--- config.mk ---
export PLATFORM = sky130hd
export DESIGN_NAME = alu_seq
export DESIGN_NICKNAME = d
export VERILOG_FILES = /design/src/rtl/alu_seq.sv
export SDC_FILE = /design/constraint.sdc
export NUM_CORES = 1
export LEC_CHECK = 0
export BUFFER_PORTS_ARGS = -buffer_cell sky130_fd_sc_hd__buf_2
export CAP_MARGIN = 10
export CORE_MARGIN = 2
export CORE_UTILIZATION = 59
export CTS_CLUSTER_DIAMETER = 150
export DETAILED_ROUTE_END_ITERATION = 7
export HOLD_SLACK_MARGIN = 0.1
export PLACE_DENSITY = 0.78
export SYNTH_ARGS = -nofsm -noshare
export SYNTH_HDL_FRONTEND = slang
export SYNTH_SLANG_ARGS = --single-unit
--- constraint.sdc ---
create_clock -name clk -period 3.5 [get_ports clk]
set_clock_uncertainty 0.05 [all_clocks]
set_input_delay 0.7 -clock clk [delete_from_list [all_inputs] [get_ports clk]]
set_output_delay 0.7 -clock clk [all_outputs]
set_load 0.02 [all_outputs]
--- src/rtl/alu_seq.sv ---
// alu_seq: single-issue ALU with iterative shift-add multiplier.
// Valid/ready request in, valid/ready registered result and flags out.
module alu_seq #(
  parameter int WIDTH = 8
) (
  input  logic             clk,
  input  logic             rst,
  input  logic             in_valid,
  output logic             in_ready,
  input  logic [WIDTH-1:0] a,
  input  logic [WIDTH-1:0] b,
  input  logic [2:0]       alu_op,
  output logic             out_valid,
  input  logic             out_ready,
  output logic [WIDTH-1:0] result,
  output logic [3:0]       flags
);

  typedef enum logic [1:0] {
    S_IDLE,
    S_MUL,
    S_DONE
  } state_e;

  localparam int W2 = 2 * WIDTH;
  localparam int SW = $clog2(WIDTH);
  localparam int CW = $clog2(WIDTH);

  localparam logic [WIDTH-1:0] WMOD = WIDTH'(WIDTH);
  localparam logic [CW-1:0] CNT_LAST = CW'(WIDTH - 1);

  localparam logic [2:0] OP_ADD = 3'b000;
  localparam logic [2:0] OP_SUB = 3'b001;
  localparam logic [2:0] OP_AND = 3'b010;
  localparam logic [2:0] OP_OR  = 3'b011;
  localparam logic [2:0] OP_XOR = 3'b100;
  localparam logic [2:0] OP_SHL = 3'b101;
  localparam logic [2:0] OP_SHR = 3'b110;
  localparam logic [2:0] OP_MUL = 3'b111;

  state_e           state_q;
  logic             out_valid_q;
  logic [WIDTH-1:0] result_q;
  logic [3:0]       flags_q;
  logic [W2-1:0]    acc_q;
  logic [W2-1:0]    mcand_q;
  logic [WIDTH-1:0] mplier_q;
  logic [CW-1:0]    cnt_q;

  logic             accept;
  logic             op_add;
  logic             op_sub;
  logic             op_and;
  logic             op_or;
  logic             op_xor;
  logic             op_shl;
  logic             op_shr;
  logic             op_mul;

  logic [WIDTH:0]   sum_w;
  logic [WIDTH:0]   diff_w;
  logic [WIDTH:0]   shl_w;
  logic [WIDTH:0]   shr_w;
  logic [WIDTH-1:0] s_full;
  logic [SW-1:0]    sh;

  logic [WIDTH-1:0] alu_res_d;
  logic             alu_c_d;
  logic             alu_v_d;
  logic [W2-1:0]    acc_d;
  logic [WIDTH-1:0] mul_res_d;
  logic             mul_c_d;

  assign in_ready  = (state_q == S_IDLE) && !rst;
  assign accept    = in_valid && in_ready;
  assign out_valid = out_valid_q;
  assign result    = result_q;
  assign flags     = flags_q;

  assign op_add = (alu_op == OP_ADD);
  assign op_sub = (alu_op == OP_SUB);
  assign op_and = (alu_op == OP_AND);
  assign op_or  = (alu_op == OP_OR);
  assign op_xor = (alu_op == OP_XOR);
  assign op_shl = (alu_op == OP_SHL);
  assign op_shr = (alu_op == OP_SHR);
  assign op_mul = (alu_op == OP_MUL);

  // Flag pack: {negative, overflow, carry, zero}.
  function automatic logic [3:0] mk_flags(
    input logic [WIDTH-1:0] r,
    input logic             v,
    input logic             c
  );
    return {r[WIDTH-1], v, c, (r == '0)};
  endfunction

  // Single-cycle datapath for every op except MUL.
  always_comb begin
    alu_res_d = '0;
    alu_c_d   = 1'b0;
    alu_v_d   = 1'b0;
    sum_w     = {1'b0, a} + {1'b0, b};
    diff_w    = {1'b0, a} - {1'b0, b};
    s_full    = b % WMOD;
    sh        = s_full[SW-1:0];
    shl_w     = {1'b0, a} << sh;
    shr_w     = {a, 1'b0} >> sh;
    unique case (1'b1)
      op_add: begin
        alu_res_d = sum_w[WIDTH-1:0];
        alu_c_d   = sum_w[WIDTH];
        alu_v_d   = (a[WIDTH-1] == b[WIDTH-1]) &&
                    (sum_w[WIDTH-1] != a[WIDTH-1]);
      end
      op_sub: begin
        alu_res_d = diff_w[WIDTH-1:0];
        alu_c_d   = diff_w[WIDTH];
        alu_v_d   = (a[WIDTH-1] != b[WIDTH-1]) &&
                    (diff_w[WIDTH-1] != a[WIDTH-1]);
      end
      op_and: alu_res_d = a & b;
      op_or:  alu_res_d = a | b;
      op_xor: alu_res_d = a ^ b;
      op_shl: begin
        alu_res_d = shl_w[WIDTH-1:0];
        alu_c_d   = shl_w[WIDTH];
      end
      op_shr: begin
        alu_res_d = shr_w[WIDTH:1];
        alu_c_d   = shr_w[0];
      end
      op_mul: alu_res_d = '0;
      default: alu_res_d = '0;
    endcase
  end

  // One shift-add step: consume the multiplier LSB.
  always_comb begin
    acc_d     = acc_q + (mplier_q[0] ? mcand_q : '0);
    mul_res_d = acc_d[WIDTH-1:0];
    mul_c_d   = |acc_d[W2-1:WIDTH];
  end

  // Control FSM with registered result, flags and out_valid.
  always_ff @(posedge clk) begin
    if (rst) begin
      state_q     <= S_IDLE;
      out_valid_q <= 1'b0;
      result_q    <= '0;
      flags_q     <= '0;
      acc_q       <= '0;
      mcand_q     <= '0;
      mplier_q    <= '0;
      cnt_q       <= '0;
    end else begin
      unique case (state_q)
        S_IDLE: begin
          if (accept) begin
            if (op_mul) begin
              state_q  <= S_MUL;
              acc_q    <= '0;
              mcand_q  <= {{WIDTH{1'b0}}, a};
              mplier_q <= b;
              cnt_q    <= '0;
            end else begin
              state_q     <= S_DONE;
              result_q    <= alu_res_d;
              flags_q     <= mk_flags(alu_res_d, alu_v_d, alu_c_d);
              out_valid_q <= 1'b1;
            end
          end
        end
        S_MUL: begin
          acc_q    <= acc_d;
          mcand_q  <= mcand_q << 1;
          mplier_q <= mplier_q >> 1;
          cnt_q    <= cnt_q + CW'(1);
          if (cnt_q == CNT_LAST) begin
            state_q     <= S_DONE;
            result_q    <= mul_res_d;
            flags_q     <= mk_flags(mul_res_d, 1'b0, mul_c_d);
            out_valid_q <= 1'b1;
          end
        end
        S_DONE: begin
          if (out_ready) begin
            state_q     <= S_IDLE;
            out_valid_q <= 1'b0;
          end
        end
        default: begin
          state_q     <= S_IDLE;
          out_valid_q <= 1'b0;
        end
      endcase
    end
  end

endmodule

* Word-level counts from Yosys, hierarchy flattened
Cells that the tools add are included. Widths: inputs -> output; s select.
Cells by class: bitwise gates (word level) 3, multiplexer cells 34, eq/ne operators 19, reduce and logical (&&, ||, !) cells 15, shift operators 2, add/sub/neg operators 4
Operators by type and width (count):
- $mux 16 | 5
- $pmux 16 s2 | 2
- $pmux 8 s7 | 1
- $mux 8 | 5
- $pmux 8 s2 | 2
- $add 16x16->16 | 1
- $logic_not 8->1 | 2
- $eq 3x3->1 const B | 5
- $mux 4 | 3
- $ne 2x2->1 const B | 5
- $add 8x8->9 | 1
- $shl 8x3->9 | 1
- $shr 9x3->9 | 1
- $sub 8x8->9 | 1
- $and 8x8->8 | 1
- $mux 2 | 4
- $or 8x8->8 | 1
- $pmux 4 s2 | 1
- $reduce_and 4->1 | 2
- $reduce_or 8->1 | 1
- $xor 8x8->8 | 1
- $eq 3x2->1 const B | 2
- $mux 3 | 2
- $pmux 2 s3 | 1
- other kinds (17) | 26
Storage, ports and cells: output and inout bits 14, register bits 58

* Depth between registers and ports, before layout
Gate-level depths: netlist of run 1.
word-level depth 7, gate-level depth with buffers 11, depth with buffers taken out 10

* Worst setup path before layout of run 1
No wires, ideal clock.
kind input to register, start input port b[1], end register result_q[7], in the netlist result[7], setup time 132 ps, slack 415 ps, cell stages on the path 11, data arrival time 2903 ps, data required time 3318 ps, cells stage by stage buf_2 > buf_2 > inv_1 > ha_1 > o21ba_1 > o21ai_1 > a2111oi_0 > or4_1 > nand3_1 > a211oi_1 > nor3_1
Between the ends: word-level cells in the longest chain between the ends 5, elaborated cells between the ends (all ways) 8, classes of those cells add/sub (2); shift (2); mux (4)
RTL lines:
- start, declared | RTL line 11 | input logic [WIDTH-1:0] b,
- $sub 8x8->9, or another cell as far along | RTL line 104 | diff_w = {1'b0, a} - {1'b0, b};
- $pmux 8 s7 (*) | RTL line 109 | unique case (1'b1)
- $mux 8 (*) | RTL line 160 | if (op_mul) begin
- $mux 8 (*) | RTL line 159 | if (accept) begin
- $pmux 8 s2 (*) | RTL line 157 | unique case (state_q)
- end signal, assigned | RTL line 168 | result_q <= alu_res_d;
- end signal, assigned | RTL line 181 | result_q <= mul_res_d;
- end, declared | RTL line 43 | logic [WIDTH-1:0] result_q;
Mark *: on every way between the ends. The rest lies on a longest branch, timed or not. The select of a mux whose other input is x is not followed. A chain may end at the register's enable or synchronous reset.

* Worst setup path in the final report of run 1
start register mplier_q[0], end register flags_q[1], in the netlist flags[1]
Between the ends: word-level cells in the longest chain between the ends 5
RTL lines:
- start, declared | RTL line 47 | logic [WIDTH-1:0] mplier_q;
- start signal, assigned | RTL line 177 | mplier_q <= mplier_q >> 1;
- $mux 16 | RTL line 140 | acc_d = acc_q + (mplier_q[0] ? mcand_q : '0);
- $add 16x16->16 | RTL line 140
- $reduce_or 8->1 | RTL line 142 | mul_c_d = |acc_d[W2-1:WIDTH];
- $mux 4 | RTL line 179 | if (cnt_q == CNT_LAST) begin
- $pmux 4 s2 | RTL line 157
- end signal, assigned | RTL line 169 | flags_q <= mk_flags(alu_res_d, alu_v_d, alu_c_d);
- end signal, assigned | RTL line 182 | flags_q <= mk_flags(mul_res_d, 1'b0, mul_c_d);
- end, declared | RTL line 44 | logic [3:0] flags_q;
No other way between the ends. The select of a mux whose other input is x is not followed.

==> results of run 1 <==
## routing by layer
metal / vias to the layer above / wire length, µm / GRT usage
li1: 2430 / - / -
met1: 2332 / 5943 / 0.4008
met2: 226 / 6792 / 0.4824
met3: 28 / 1065 / 0.05202
met4: 0 / 326 / 0.09534
met5: - / 0 / 0
## layout by cell type, fill, tap and decap left out, drive strengths merged, types with 14 or more instances in the layout
master / Yosys / final
nand2: 91 / 91
dfxtp: 57 / 57
a21oi: 56 / 56
nor2: 54 / 54
buf: 19 / 49
ha: 42 / 42
nand3: 30 / 30
inv: 27 / 27
a311oi: 22 / 22
o21ai: 21 / 21
and2: 15 / 15
nor3: 14 / 14
## cell families (layout without fill, tap and decap cells)
family,count (synthesis),in the layout,share of synthesized area
muxes,20,20,0.06649
xor gates and xnor gates,15,15,0.02586
buffers and inverters,77,92,0.06279
and+or+nand+nor,253,253,0.2357
AOI/OAI and AO/OA,190,190,0.2694
DFF,57,57,0.2246
adders and majority gates,45,45,0.1152
## where the power goes
| group | switching [mW] | internal, mW | total, mW |
|---|---|---|---|
| registers | 0.0166 | 0.670 | 0.686 |
| clock network | 0.298 | 0.331 | 0.629 |
| logic | 0.264 | 0.161 | 0.424 |
| total | 0.578 | 1.16 | 1.74 |
## layout make-up
| class | count | area, µm² |
|---|---|---|
| Clock buffer | 10 | 127.6 |
| Multi-Input combinational cell | 523 | 3631 |
| Timing Repair Buffer | 49 | 277.8 |
| Fill cell | 743 | 2820 |
| Clock inverter | 6 | 68.82 |
| Inverter | 27 | 101.3 |
| Sequential cell | 57 | 1141 |
| Tap cell | 105 | 131.4 |
## worst min-delay path: stages, from the launching register on
cell and delay [ns]:
dfxtp_1 0.31, nand2_1 0.05, a21oi_1 0.05
## registers in the layout, summed over array words and instances (netlist names)
name	cells
state_q	2
mcand_q	16
flags	3
acc_q	16
out_valid	1
result	8
cnt_q	3
mplier_q	8
## worst min path at each step
| stage | from | end | cells after the start |
|---|---|---|---|
| 3_5_place_dp | flags[2] | flags[2] | 2 |
| 4_1_cts | flags[2] | flags[2] | 2 |
| 5_1_grt | mcand_q[9] | mcand_q[10] | 2 |
| 6_report | flags[2] | flags[2] | 2 |
| 2_1_floorplan | acc_q[9] | acc_q[9] | 2 |
| 3_3_place_gp | result[1] | result[1] | 2 |
## metrics by stage
step | setup WS [ns] | utilization | hold slack (ns) | instance area [µm²]
2_1_floorplan | 0.4153 | - | 0.3862 | 5081
3_3_place_gp | 0.3093 | 0.6359 | 0.3889 | 5278
5_1_grt | 0.1281 | 0.6602 | 0.4280 | 5479
3_5_place_dp | 0.2609 | 0.6359 | 0.3944 | 5278
6_report | 0.3351 | 0.6602 | 0.4020 | 5479
4_1_cts | 0.1979 | 0.6596 | 0.4040 | 5474
## repair_timing
| action | 4_1_cts | 5_1_grt |
|---|---|---|
| setup buffers | 0 | 0 |
| setup endpoints to repair | 0 | 1 |
| resized for setup | 0 | 1 |
==> flow_metrics.env, run 1 <==
export IMPL_peakVddDrop_mv=0.1550
export IMPL_fin_crit_ns=3.165
export IMPL_slowest_delay_ns=0.46
export IMPL_finalCritPeriodShare=0.9042
export IMPL_crit_path_end_kind="register"
export IMPL_yosys_area_top_type="dfxtp_1"
export IMPL_io_pins=37
export IMPL_finalSetupViolations=0
export IMPL_fp_coreArea_um2=8299
export IMPL_track_usage=0.2966
export IMPL_die_h_um=96.80
export IMPL_cp_start_kind="register"
export IMPL_reg2reg_slack_ns=0.34
export IMPL_path_clk_slew_ns=0.07
export IMPL_drt_first_iter_violations=376
export IMPL_synth_common_cells="91 x nand2_1, 57 x dfxtp_1, 56 x a21oi_1, 54 x nor2_1, 42 x ha_1"
export IMPL_worstHoldPathType="reg2reg"
export IMPL_yosysWarnings=0
export IMPL_portBuffers=36
export IMPL_antenna_cells=0
export IMPL_total_power_mw=1.740
export IMPL_rows=33
export IMPL_instances_no_fill=777
export IMPL_globalplace_congestion=0.9676
export IMPL_wire_per_inst_um=18.18
export IMPL_rsz0062_at_grt="no"
export IMPL_worstSetupEndpoint="flags[1]"
export IMPL_worstSetupPathType="reg2reg"
export IMPL_antenna_found_initial=0
export IMPL_async_flop_share=0
export IMPL_syn_cell_area_um2=5081
export IMPL_cp_slowest_cell="dfxtp_1"
export IMPL_required_ns=3.67
export IMPL_ctsHoldBuffers=0
export IMPL_tns_ns=0
export IMPL_dieArea_um2=9370
export IMPL_totalWireLength_um=14130
export IMPL_cts_tree="done"
export IMPL_dr_pass1_iters=5
export IMPL_timing_rr_end="flags[1]"
export IMPL_synth_main_ff_cell="dfxtp_1"
export IMPL_crit_cells=10
export IMPL_grt_first_pass_wirelength_um=23160
export IMPL_htreeDepth=3
export IMPL_arrival_ns=3.33
export IMPL_nets=735
export IMPL_cts_root_buffer="clkbuf_8"
export IMPL_grt_pass1_vias=4588
export IMPL_vias=5016
export IMPL_netlist_cell_type_count=79
export IMPL_floorplan_initialDensity=0.6122
export IMPL_timing_rr_start="mplier_q[0]"
export IMPL_maxSlewViolCount=0
export IMPL_tightest_slew_ns=1.156
export IMPL_clk_latency_ns=0.35
export IMPL_synthTopCellsByArea="dfxtp_1 22%, ha_1 10%, nand2_1 6.7%"
export IMPL_path_delay_family="compound AO/OA/AOI/OAI gates"
export IMPL_ys_ff_latch=57
export IMPL_maxCapViolCount=0
export IMPL_p_leak_nw=2.307
export IMPL_yosysMostFrequentCell="nand2_1"
export IMPL_crit_top_cell="a31oi_1"
export IMPL_outcome="finished, final reports clean"
export IMPL_die_width_um=96.80
export IMPL_drc=0
export IMPL_cts_buffer_depth=2
export IMPL_cts_buffers=9
export IMPL_dp_cells=761
export IMPL_synth_edf_count=0
export IMPL_powerDensity_nw_per_um2=317.5
export IMPL_startpoint="mplier_q[0]"
export IMPL_area_delta_synth_final_pct=7.830
export IMPL_slew_headroom=0.2293
export IMPL_syn_area_per_cell_um2=7.734
export IMPL_fmax_mhz=316.0
export IMPL_syn_nets=725
export IMPL_r2r_cells=10
export IMPL_synth_top_area_share=0.2246
export IMPL_cts_sinks=57
export IMPL_yosysSeqAreaShare=0.2246
export IMPL_ant_nets=0
export IMPL_cp_cell_sequence="and2_1, ha_1, fa_1, a211oi_1, o21ai_1, a41o_1, a31oi_1, xnor2_1, a2111oi_4, a31oi_1"
export IMPL_hpwlAfterDp_um=10180
export IMPL_overflow=0
export IMPL_critical_path_buf_inv_count=0
export IMPL_viasPerCell=6.456
export IMPL_hold_viol_final=0
export IMPL_grt_max_degree=61
export IMPL_syn_inst=657
export IMPL_worstPathMaxFanout=17
export IMPL_drive_gt1_frac=0.1280
(Power assumes the default switching activity.)
==> run 2: changes to the inputs <==
Settings changed: ABC_AREA from default to 1.
==> run 2 against run 1 <==
First-iteration DRC count grew 17%. Worst hold slack better by 0.020 ns. Wire length up 10%. Sequential share of layout area down 0.26 points. Sequential cell count is the same. Via count is 17% higher. Cell area up 1.3%. Synthesized cell count increased by 35%. Clock-buffer cell count increased by 1. Cell count rose by 31%. Area after synthesis increased by 2.1%. Total power rose by 30%. Critical endpoint is now flags[0].
==> flow_metrics.env, run 2 <==
export IMPL_outcome="finished, final reports clean"
export IMPL_yosysMostFrequentCell="nand2_1"
export IMPL_portBuffers=36
export IMPL_worstHoldPathType="reg2reg"
export IMPL_synth_main_ff_cell="dfxtp_1"
export IMPL_final_cell_mix="299 x nand2_1, 115 x inv_1, 109 x nand3_1, 64 x nor2_1, 57 x dfxtp_1"
export IMPL_tns_ns=0
export IMPL_area_delta_synth_final_pct=6.945
export IMPL_antenna_found_initial=0
export IMPL_r2r_cells=14
export IMPL_globalplace_congestion=1.012
export IMPL_viasPerCell=5.744
export IMPL_crit_path_end_kind="register"
export IMPL_ys_ff_latch=57
export IMPL_p_leak_nw=2.979
export IMPL_dr_pass1_iters=5
export IMPL_rsz0062_at_grt="no"
export IMPL_wire_per_inst_um=15.31
export IMPL_grt_first_pass_wirelength_um=26000
export IMPL_htreeDepth=3
export IMPL_ff_latch_area_um2=1141
export IMPL_cts_sinks=57
export IMPL_peakVddDrop_mv=0.3372
export IMPL_worstPathMaxFanout=22
export IMPL_fin_crit_ns=2.591
export IMPL_track_usage=0.3332
export IMPL_nets=973
export IMPL_place_ws_ns=0.6056
export IMPL_drive_gt1_frac=0.08022
export IMPL_synth_common_cells="299 x nand2_1, 115 x inv_1, 109 x nand3_1, 64 x nor2_1, 57 x dfxtp_1"
export IMPL_syn_nets=955
export IMPL_tightest_slew_ns=0.7104
export IMPL_synth_top_area_share=0.2199
export IMPL_whs_path_depth=2
export IMPL_cts_buffers=9
export IMPL_timing_rr_end="flags[1]"
export IMPL_slew_headroom=0.5259
export IMPL_yosysSeqAreaShare=0.2199
export IMPL_yosys_area_top_type="dfxtp_1"
export IMPL_cp_start_kind="input pin"
export IMPL_synth_top_family_by_area="simple AND/OR/NAND/NOR gates"
export IMPL_clk_latency_ns=0.34
export IMPL_synth_edf_count=0
export IMPL_antenna_cells=0
export IMPL_async_flop_share=0
export IMPL_final_common_cell="nand2_1"
export IMPL_io_pins=37
export IMPL_synth_compound_area_frac=0.1232
export IMPL_vias=5847
export IMPL_synth_fa_ha_area_frac=0.1129
export IMPL_hpwlAfterDp_um=12020
export IMPL_die_width_um=97.78
export IMPL_cts_setup_buffers=0
export IMPL_rows=34
export IMPL_cts_buffer_depth=2
export IMPL_yosysWarnings=0
export IMPL_dieArea_um2=9561
export IMPL_synth_xor_area_frac=0.01182
export IMPL_ctsHoldBuffers=0
export IMPL_syn_area_per_cell_um2=5.850
export IMPL_reg_top3="acc_q: 16 flops, mcand_q: 16 flops"
export IMPL_grt_max_degree=45
export IMPL_drt_first_iter_violations=439
export IMPL_min_from="mcand_q[15]"
export IMPL_worst_slack_ns=0.9093
export IMPL_fmax_mhz=386.0
export IMPL_syn_cell_area_um2=5189
export IMPL_syn_inst=887
export IMPL_path_clk_slew_ns=0.07
export IMPL_hold_end="mcand_q[15]"
export IMPL_cts_root_buffer="clkbuf_8"
export IMPL_fill_cells=850
export IMPL_multi_input_area_um2=3421
export IMPL_arrival_ns=2.82
export IMPL_drc=0
export IMPL_floorplan_initialDensity=0.6008
export IMPL_finalCritPeriodShare=0.7402
export IMPL_finalSetupViolations=0
export IMPL_ant_nets=0
export IMPL_netlist_cell_type_count=33
export IMPL_yosys_area_share_simple=0.4114
export IMPL_timing_rr_start="mplier_q[0]"
export IMPL_fp_coreArea_um2=8636
export IMPL_die_h_um=97.78
export IMPL_hold_viol_final=0
export IMPL_worstSetupPathType="in2reg"
export IMPL_powerDensity_nw_per_um2=408.9
export IMPL_synth_mux_area_frac=0
export IMPL_maxCapViolCount=0
export IMPL_reg2reg_slack_ns=0.95
export IMPL_grt_pass1_vias=5486
export IMPL_overflow=0
export IMPL_cts_repair_resize_count=0
export IMPL_totalWireLength_um=15590
export IMPL_required_ns=3.73
export IMPL_synthTopCellsByArea="dfxtp_1 22%, nand2_1 22%, nand3_1 11%"
export IMPL_cts_tree="done"
export IMPL_maxSlewViolCount=0
[run 2: cell count changes after synthesis, moves of 12 or more]
cell | before | now
clkbuf_1 | 31 | 14
a21o_1 | 12 | 0
nand3_1 | 30 | 109
inv_1 | 26 | 115
a31oi_1 | 3 | 21
o21ai_0 | 11 | 32
nand2_1 | 91 | 299
a311oi_1 | 22 | 0
and2_1 | 15 | 0
[run 2: where the power goes]
| group | internal (mW) | switching [mW] |
|---|---|---|
| sequential | 0.761 | 0.0916 |
| combinational | 0.257 | 0.611 |
| clock | 0.273 | 0.276 |
| total | 1.29 | 0.978 |
[run 2: cell type report]
class                           instances  share of cell area
Tap cell                              108             0.02435
Inverter                              123             0.08320
Multi-Input combinational cell        673              0.6165
Clock buffer                           11             0.02548
Sequential cell                        57              0.2056
Timing Repair Buffer                   41             0.03923
Clock inverter                          5            0.005637
[run 2: critical path: stages]
cell and delay (ns):
buf_2 0.37, inv_2 0.26, ha_1 0.39, nor2_1 0.14
nand2_1 0.09, nand2_1 0.10, nand2_1 0.05, nand3_1 0.07
nand3_1 0.12, nor2_1 0.12, nand3_1 0.10, nor2_1 0.13
nand2_1 0.09, a21oi_2 0.11
[run 2: cell families after synthesis]
family                   count (synthesis)
AND/OR/NAND/NOR                        504
buffers and inverters                  157
AO/OA/AOI/OAI                          117
flip-flops                              57
adder cells (fa/ha/maj)                 45
XOR/XNOR                                 7
[run 2: worst max-delay path by stage]
stage | from | to | cells past startpoint
finish | b[1] | flags[0] | 14
global route | b[1] | flags[0] | 14
CTS | mplier_q[0] | flags[1] | 14
detailed placement | b[1] | flags[0] | 14
global placement | b[1] | flags[0] | 14
floorplan | b[1] | flags[0] | 15
[run 2: metal layers]
layer,share of wire,vias to the layer above,track usage,wire (µm)
li1,-,2885,-,-
met1,0.44,2680,0.4716,6931
met2,0.43,249,0.5162,6780
met3,0.097,33,0.07087,1505
met4,0.024,0,0.09509,371
met5,0,-,0,0
[run 2: metrics by stage]
step / instances / hold WS, ns / util / power [mW] / area (µm²)
2_1_floorplan: 887 / 0.3901 / - / 1.462 / 5189
3_3_place_gp: 1001 / 0.4014 / 0.6217 / 1.679 / 5369
3_5_place_dp: 1001 / 0.4130 / 0.6217 / 1.698 / 5369
4_1_cts: 1017 / 0.4229 / 0.6417 / 2.243 / 5542
5_1_grt: 1018 / 0.4402 / 0.6426 / 2.409 / 5549
6_report: 1018 / 0.4223 / 0.6426 / 2.269 / 5549
==> run 3: changes to the inputs <==
Settings changed: CORE_UTILIZATION 59 to 56.
Clock period 3.5 ns to 2.1 ns, I/O delays scaled along.
==> run 3 against run 2 <==
The run now ends with negative setup slack left. Worst hold slack worse by 0.11 ns. Total power is 81% higher. Clock power up 72%. Via count increased by 6.7%. Global-route usage is 1.1 points higher. Sequential cell count stayed put. Core utilization up 8.6 points. Sequential share of layout area shrank 3.3 points. Cell area up 20%. Register-to-register slack got worse by 0.99 ns. Die area grew 5.1%. Critical endpoint is now result[7]. Largest cell class unchanged.
==> flow_metrics.env, run 3 (synthesized netlist as in run 2, its figures left out) <==
export IMPL_outcome="finished with violations"
export IMPL_violations="negative setup slack"
export IMPL_crit_path_end_kind="register"
export IMPL_finalSetupViolations=3
export IMPL_io_pins=37
export IMPL_die_h_um=100.3
export IMPL_portBuffers=36
export IMPL_totalWireLength_um=17540
export IMPL_grt_max_degree=35
export IMPL_path_clk_slew_ns=0.08
export IMPL_cts_tree="done"
export IMPL_hpwlAfterDp_um=13060
export IMPL_required_ns=2.31
export IMPL_hold_slack_ns=0.3127
export IMPL_peakVddDrop_mv=0.4632
export IMPL_grt_first_pass_wirelength_um=27480
export IMPL_drt_first_iter_violations=406
export IMPL_dieArea_um2=10050
export IMPL_tightest_slew_ns=0.4245
export IMPL_reg2reg_slack_ns=-0.04
export IMPL_maxSlewViolCount=0
export IMPL_cts_buffer_depth=2
export IMPL_arrival_ns=2.35
export IMPL_track_usage=0.3438
export IMPL_antenna_found_initial=0
export IMPL_area_delta_synth_final_pct=27.95
export IMPL_worstHoldPathType="in2reg"
export IMPL_drive_gt1_frac=0.2375
export IMPL_grt_pass1_vias=5684
export IMPL_wire_per_inst_um=15.82
export IMPL_viasPerCell=5.626
export IMPL_dp_cells=1092
export IMPL_drc=0
export IMPL_instances_no_fill=1109
export IMPL_cts_sinks=57
export IMPL_place_ws_ns=-0.1856
export IMPL_timing_rr_start="mplier_q[0]"
export IMPL_slew_headroom=0.7160
export IMPL_finalCritPeriodShare=1.021
export IMPL_final_cell_mix="275 x nand2_1, 104 x nand3_1, 103 x inv_1, 88 x buf_4, 59 x nor2_1"
export IMPL_fmax_mhz=466.6
export IMPL_rows=35
export IMPL_rsz0062_at_grt="yes"
export IMPL_die_width_um=100.3
export IMPL_startpoint="mplier_q[0]"
export IMPL_reg_top3="acc_q: 16 flops, mcand_q: 16 flops"
export IMPL_ant_nets=0
export IMPL_min_from="out_ready"
export IMPL_dr_pass1_iters=6
export IMPL_cts_root_buffer="clkbuf_8"
export IMPL_hold_viol_final=0
export IMPL_overflow=0
export IMPL_vias=6239
export IMPL_final_util=0.7288
export IMPL_final_common_cell="nand2_1"
export IMPL_worstSetupPathType="reg2reg"
export IMPL_nets=1061
export IMPL_cp_start_kind="register"
export IMPL_globalplace_congestion=0.9977
export IMPL_fp_coreArea_um2=9109
export IMPL_floorplan_initialDensity=0.5696
export IMPL_maxCapViolCount=0
export IMPL_antenna_cells=0
export IMPL_htreeDepth=3
export IMPL_powerDensity_nw_per_um2=620.2
export IMPL_tns_ns=-0.09458
export IMPL_fin_crit_ns=2.143
export IMPL_worstPathMaxFanout=11
export IMPL_worst_slack_ns=-0.04319
export IMPL_ctsHoldBuffers=0
export IMPL_p_leak_nw=3.432
export IMPL_clk_latency_ns=0.35
export IMPL_cts_buffers=9
==> run 3: cell types whose count changed in the layout (fill, tap and decap cells not counted), moves of 12 or more <==
cell / delta
inv_1: -12
ha_4: +13
ha_1: -14
buf_4: +83
inv_2: +12
nand2_2: +23
nand2_1: -24
==> run 3: final timing paths <==
check,endpoint,cells past startpoint
min,state_q[1],4
min reg2reg,cnt_q[1],2
max,result[7],11
max reg2reg,result[7],11
==> run 3: what timing repair did <==
| item | 4_1_cts | 5_1_grt |
|---|---|---|
| gates resized for setup | 29 | 56 |
| pin swaps | 12 | 19 |
| endpoints found under the setup margin | 4 | 9 |
| setup buffers | 1 | 0 |
==> run 3: stage by stage <==
step                      power, mW  instance area (µm²)
after floorplan               2.450                 5225
after global placement        3.045                 6078
after detailed placement      3.077                 6078
after CTS                     4.038                 6450
after global routing          4.359                 6639
final                         4.117                 6639
==> run 3: final cells by class <==
| type | count | area (µm²) |
|---|---|---|
| Clock buffer | 10 | 137.6 |
| Clock inverter | 6 | 43.79 |
| Fill cell | 774 | 2470 |
| Inverter | 123 | 461.7 |
| Multi-Input combinational cell | 673 | 3794 |
| Sequential cell | 57 | 1145 |
| Tap cell | 111 | 138.9 |
| Timing Repair Buffer | 129 | 918.4 |
==> run 3: critical path, stage by stage (launching register included) <==
cell and delay, ns:
dfxtp_4 0.36, buf_8 0.14, nand2_2 0.07, inv_2 0.05
ha_4 0.30, nand2_4 0.07, nor2_4 0.13, nand3_2 0.10
nand2_2 0.13, xor2_1 0.32, nand2_1 0.16, a31oi_1 0.20
==> run 3: layer usage <==
layer,global-route usage,share of wire
met5,0,0
met4,0.1012,0.027
met3,0.05641,0.076
met2,0.5922,0.48
met1,0.4420,0.42
==> run 3: report_power, final <==
group	total (mW)	switching [mW]	internal [mW]
combinational	1.77	1.13	0.633
clock	0.947	0.486	0.461
sequential	1.41	0.135	1.27
total	4.12	1.75	2.36
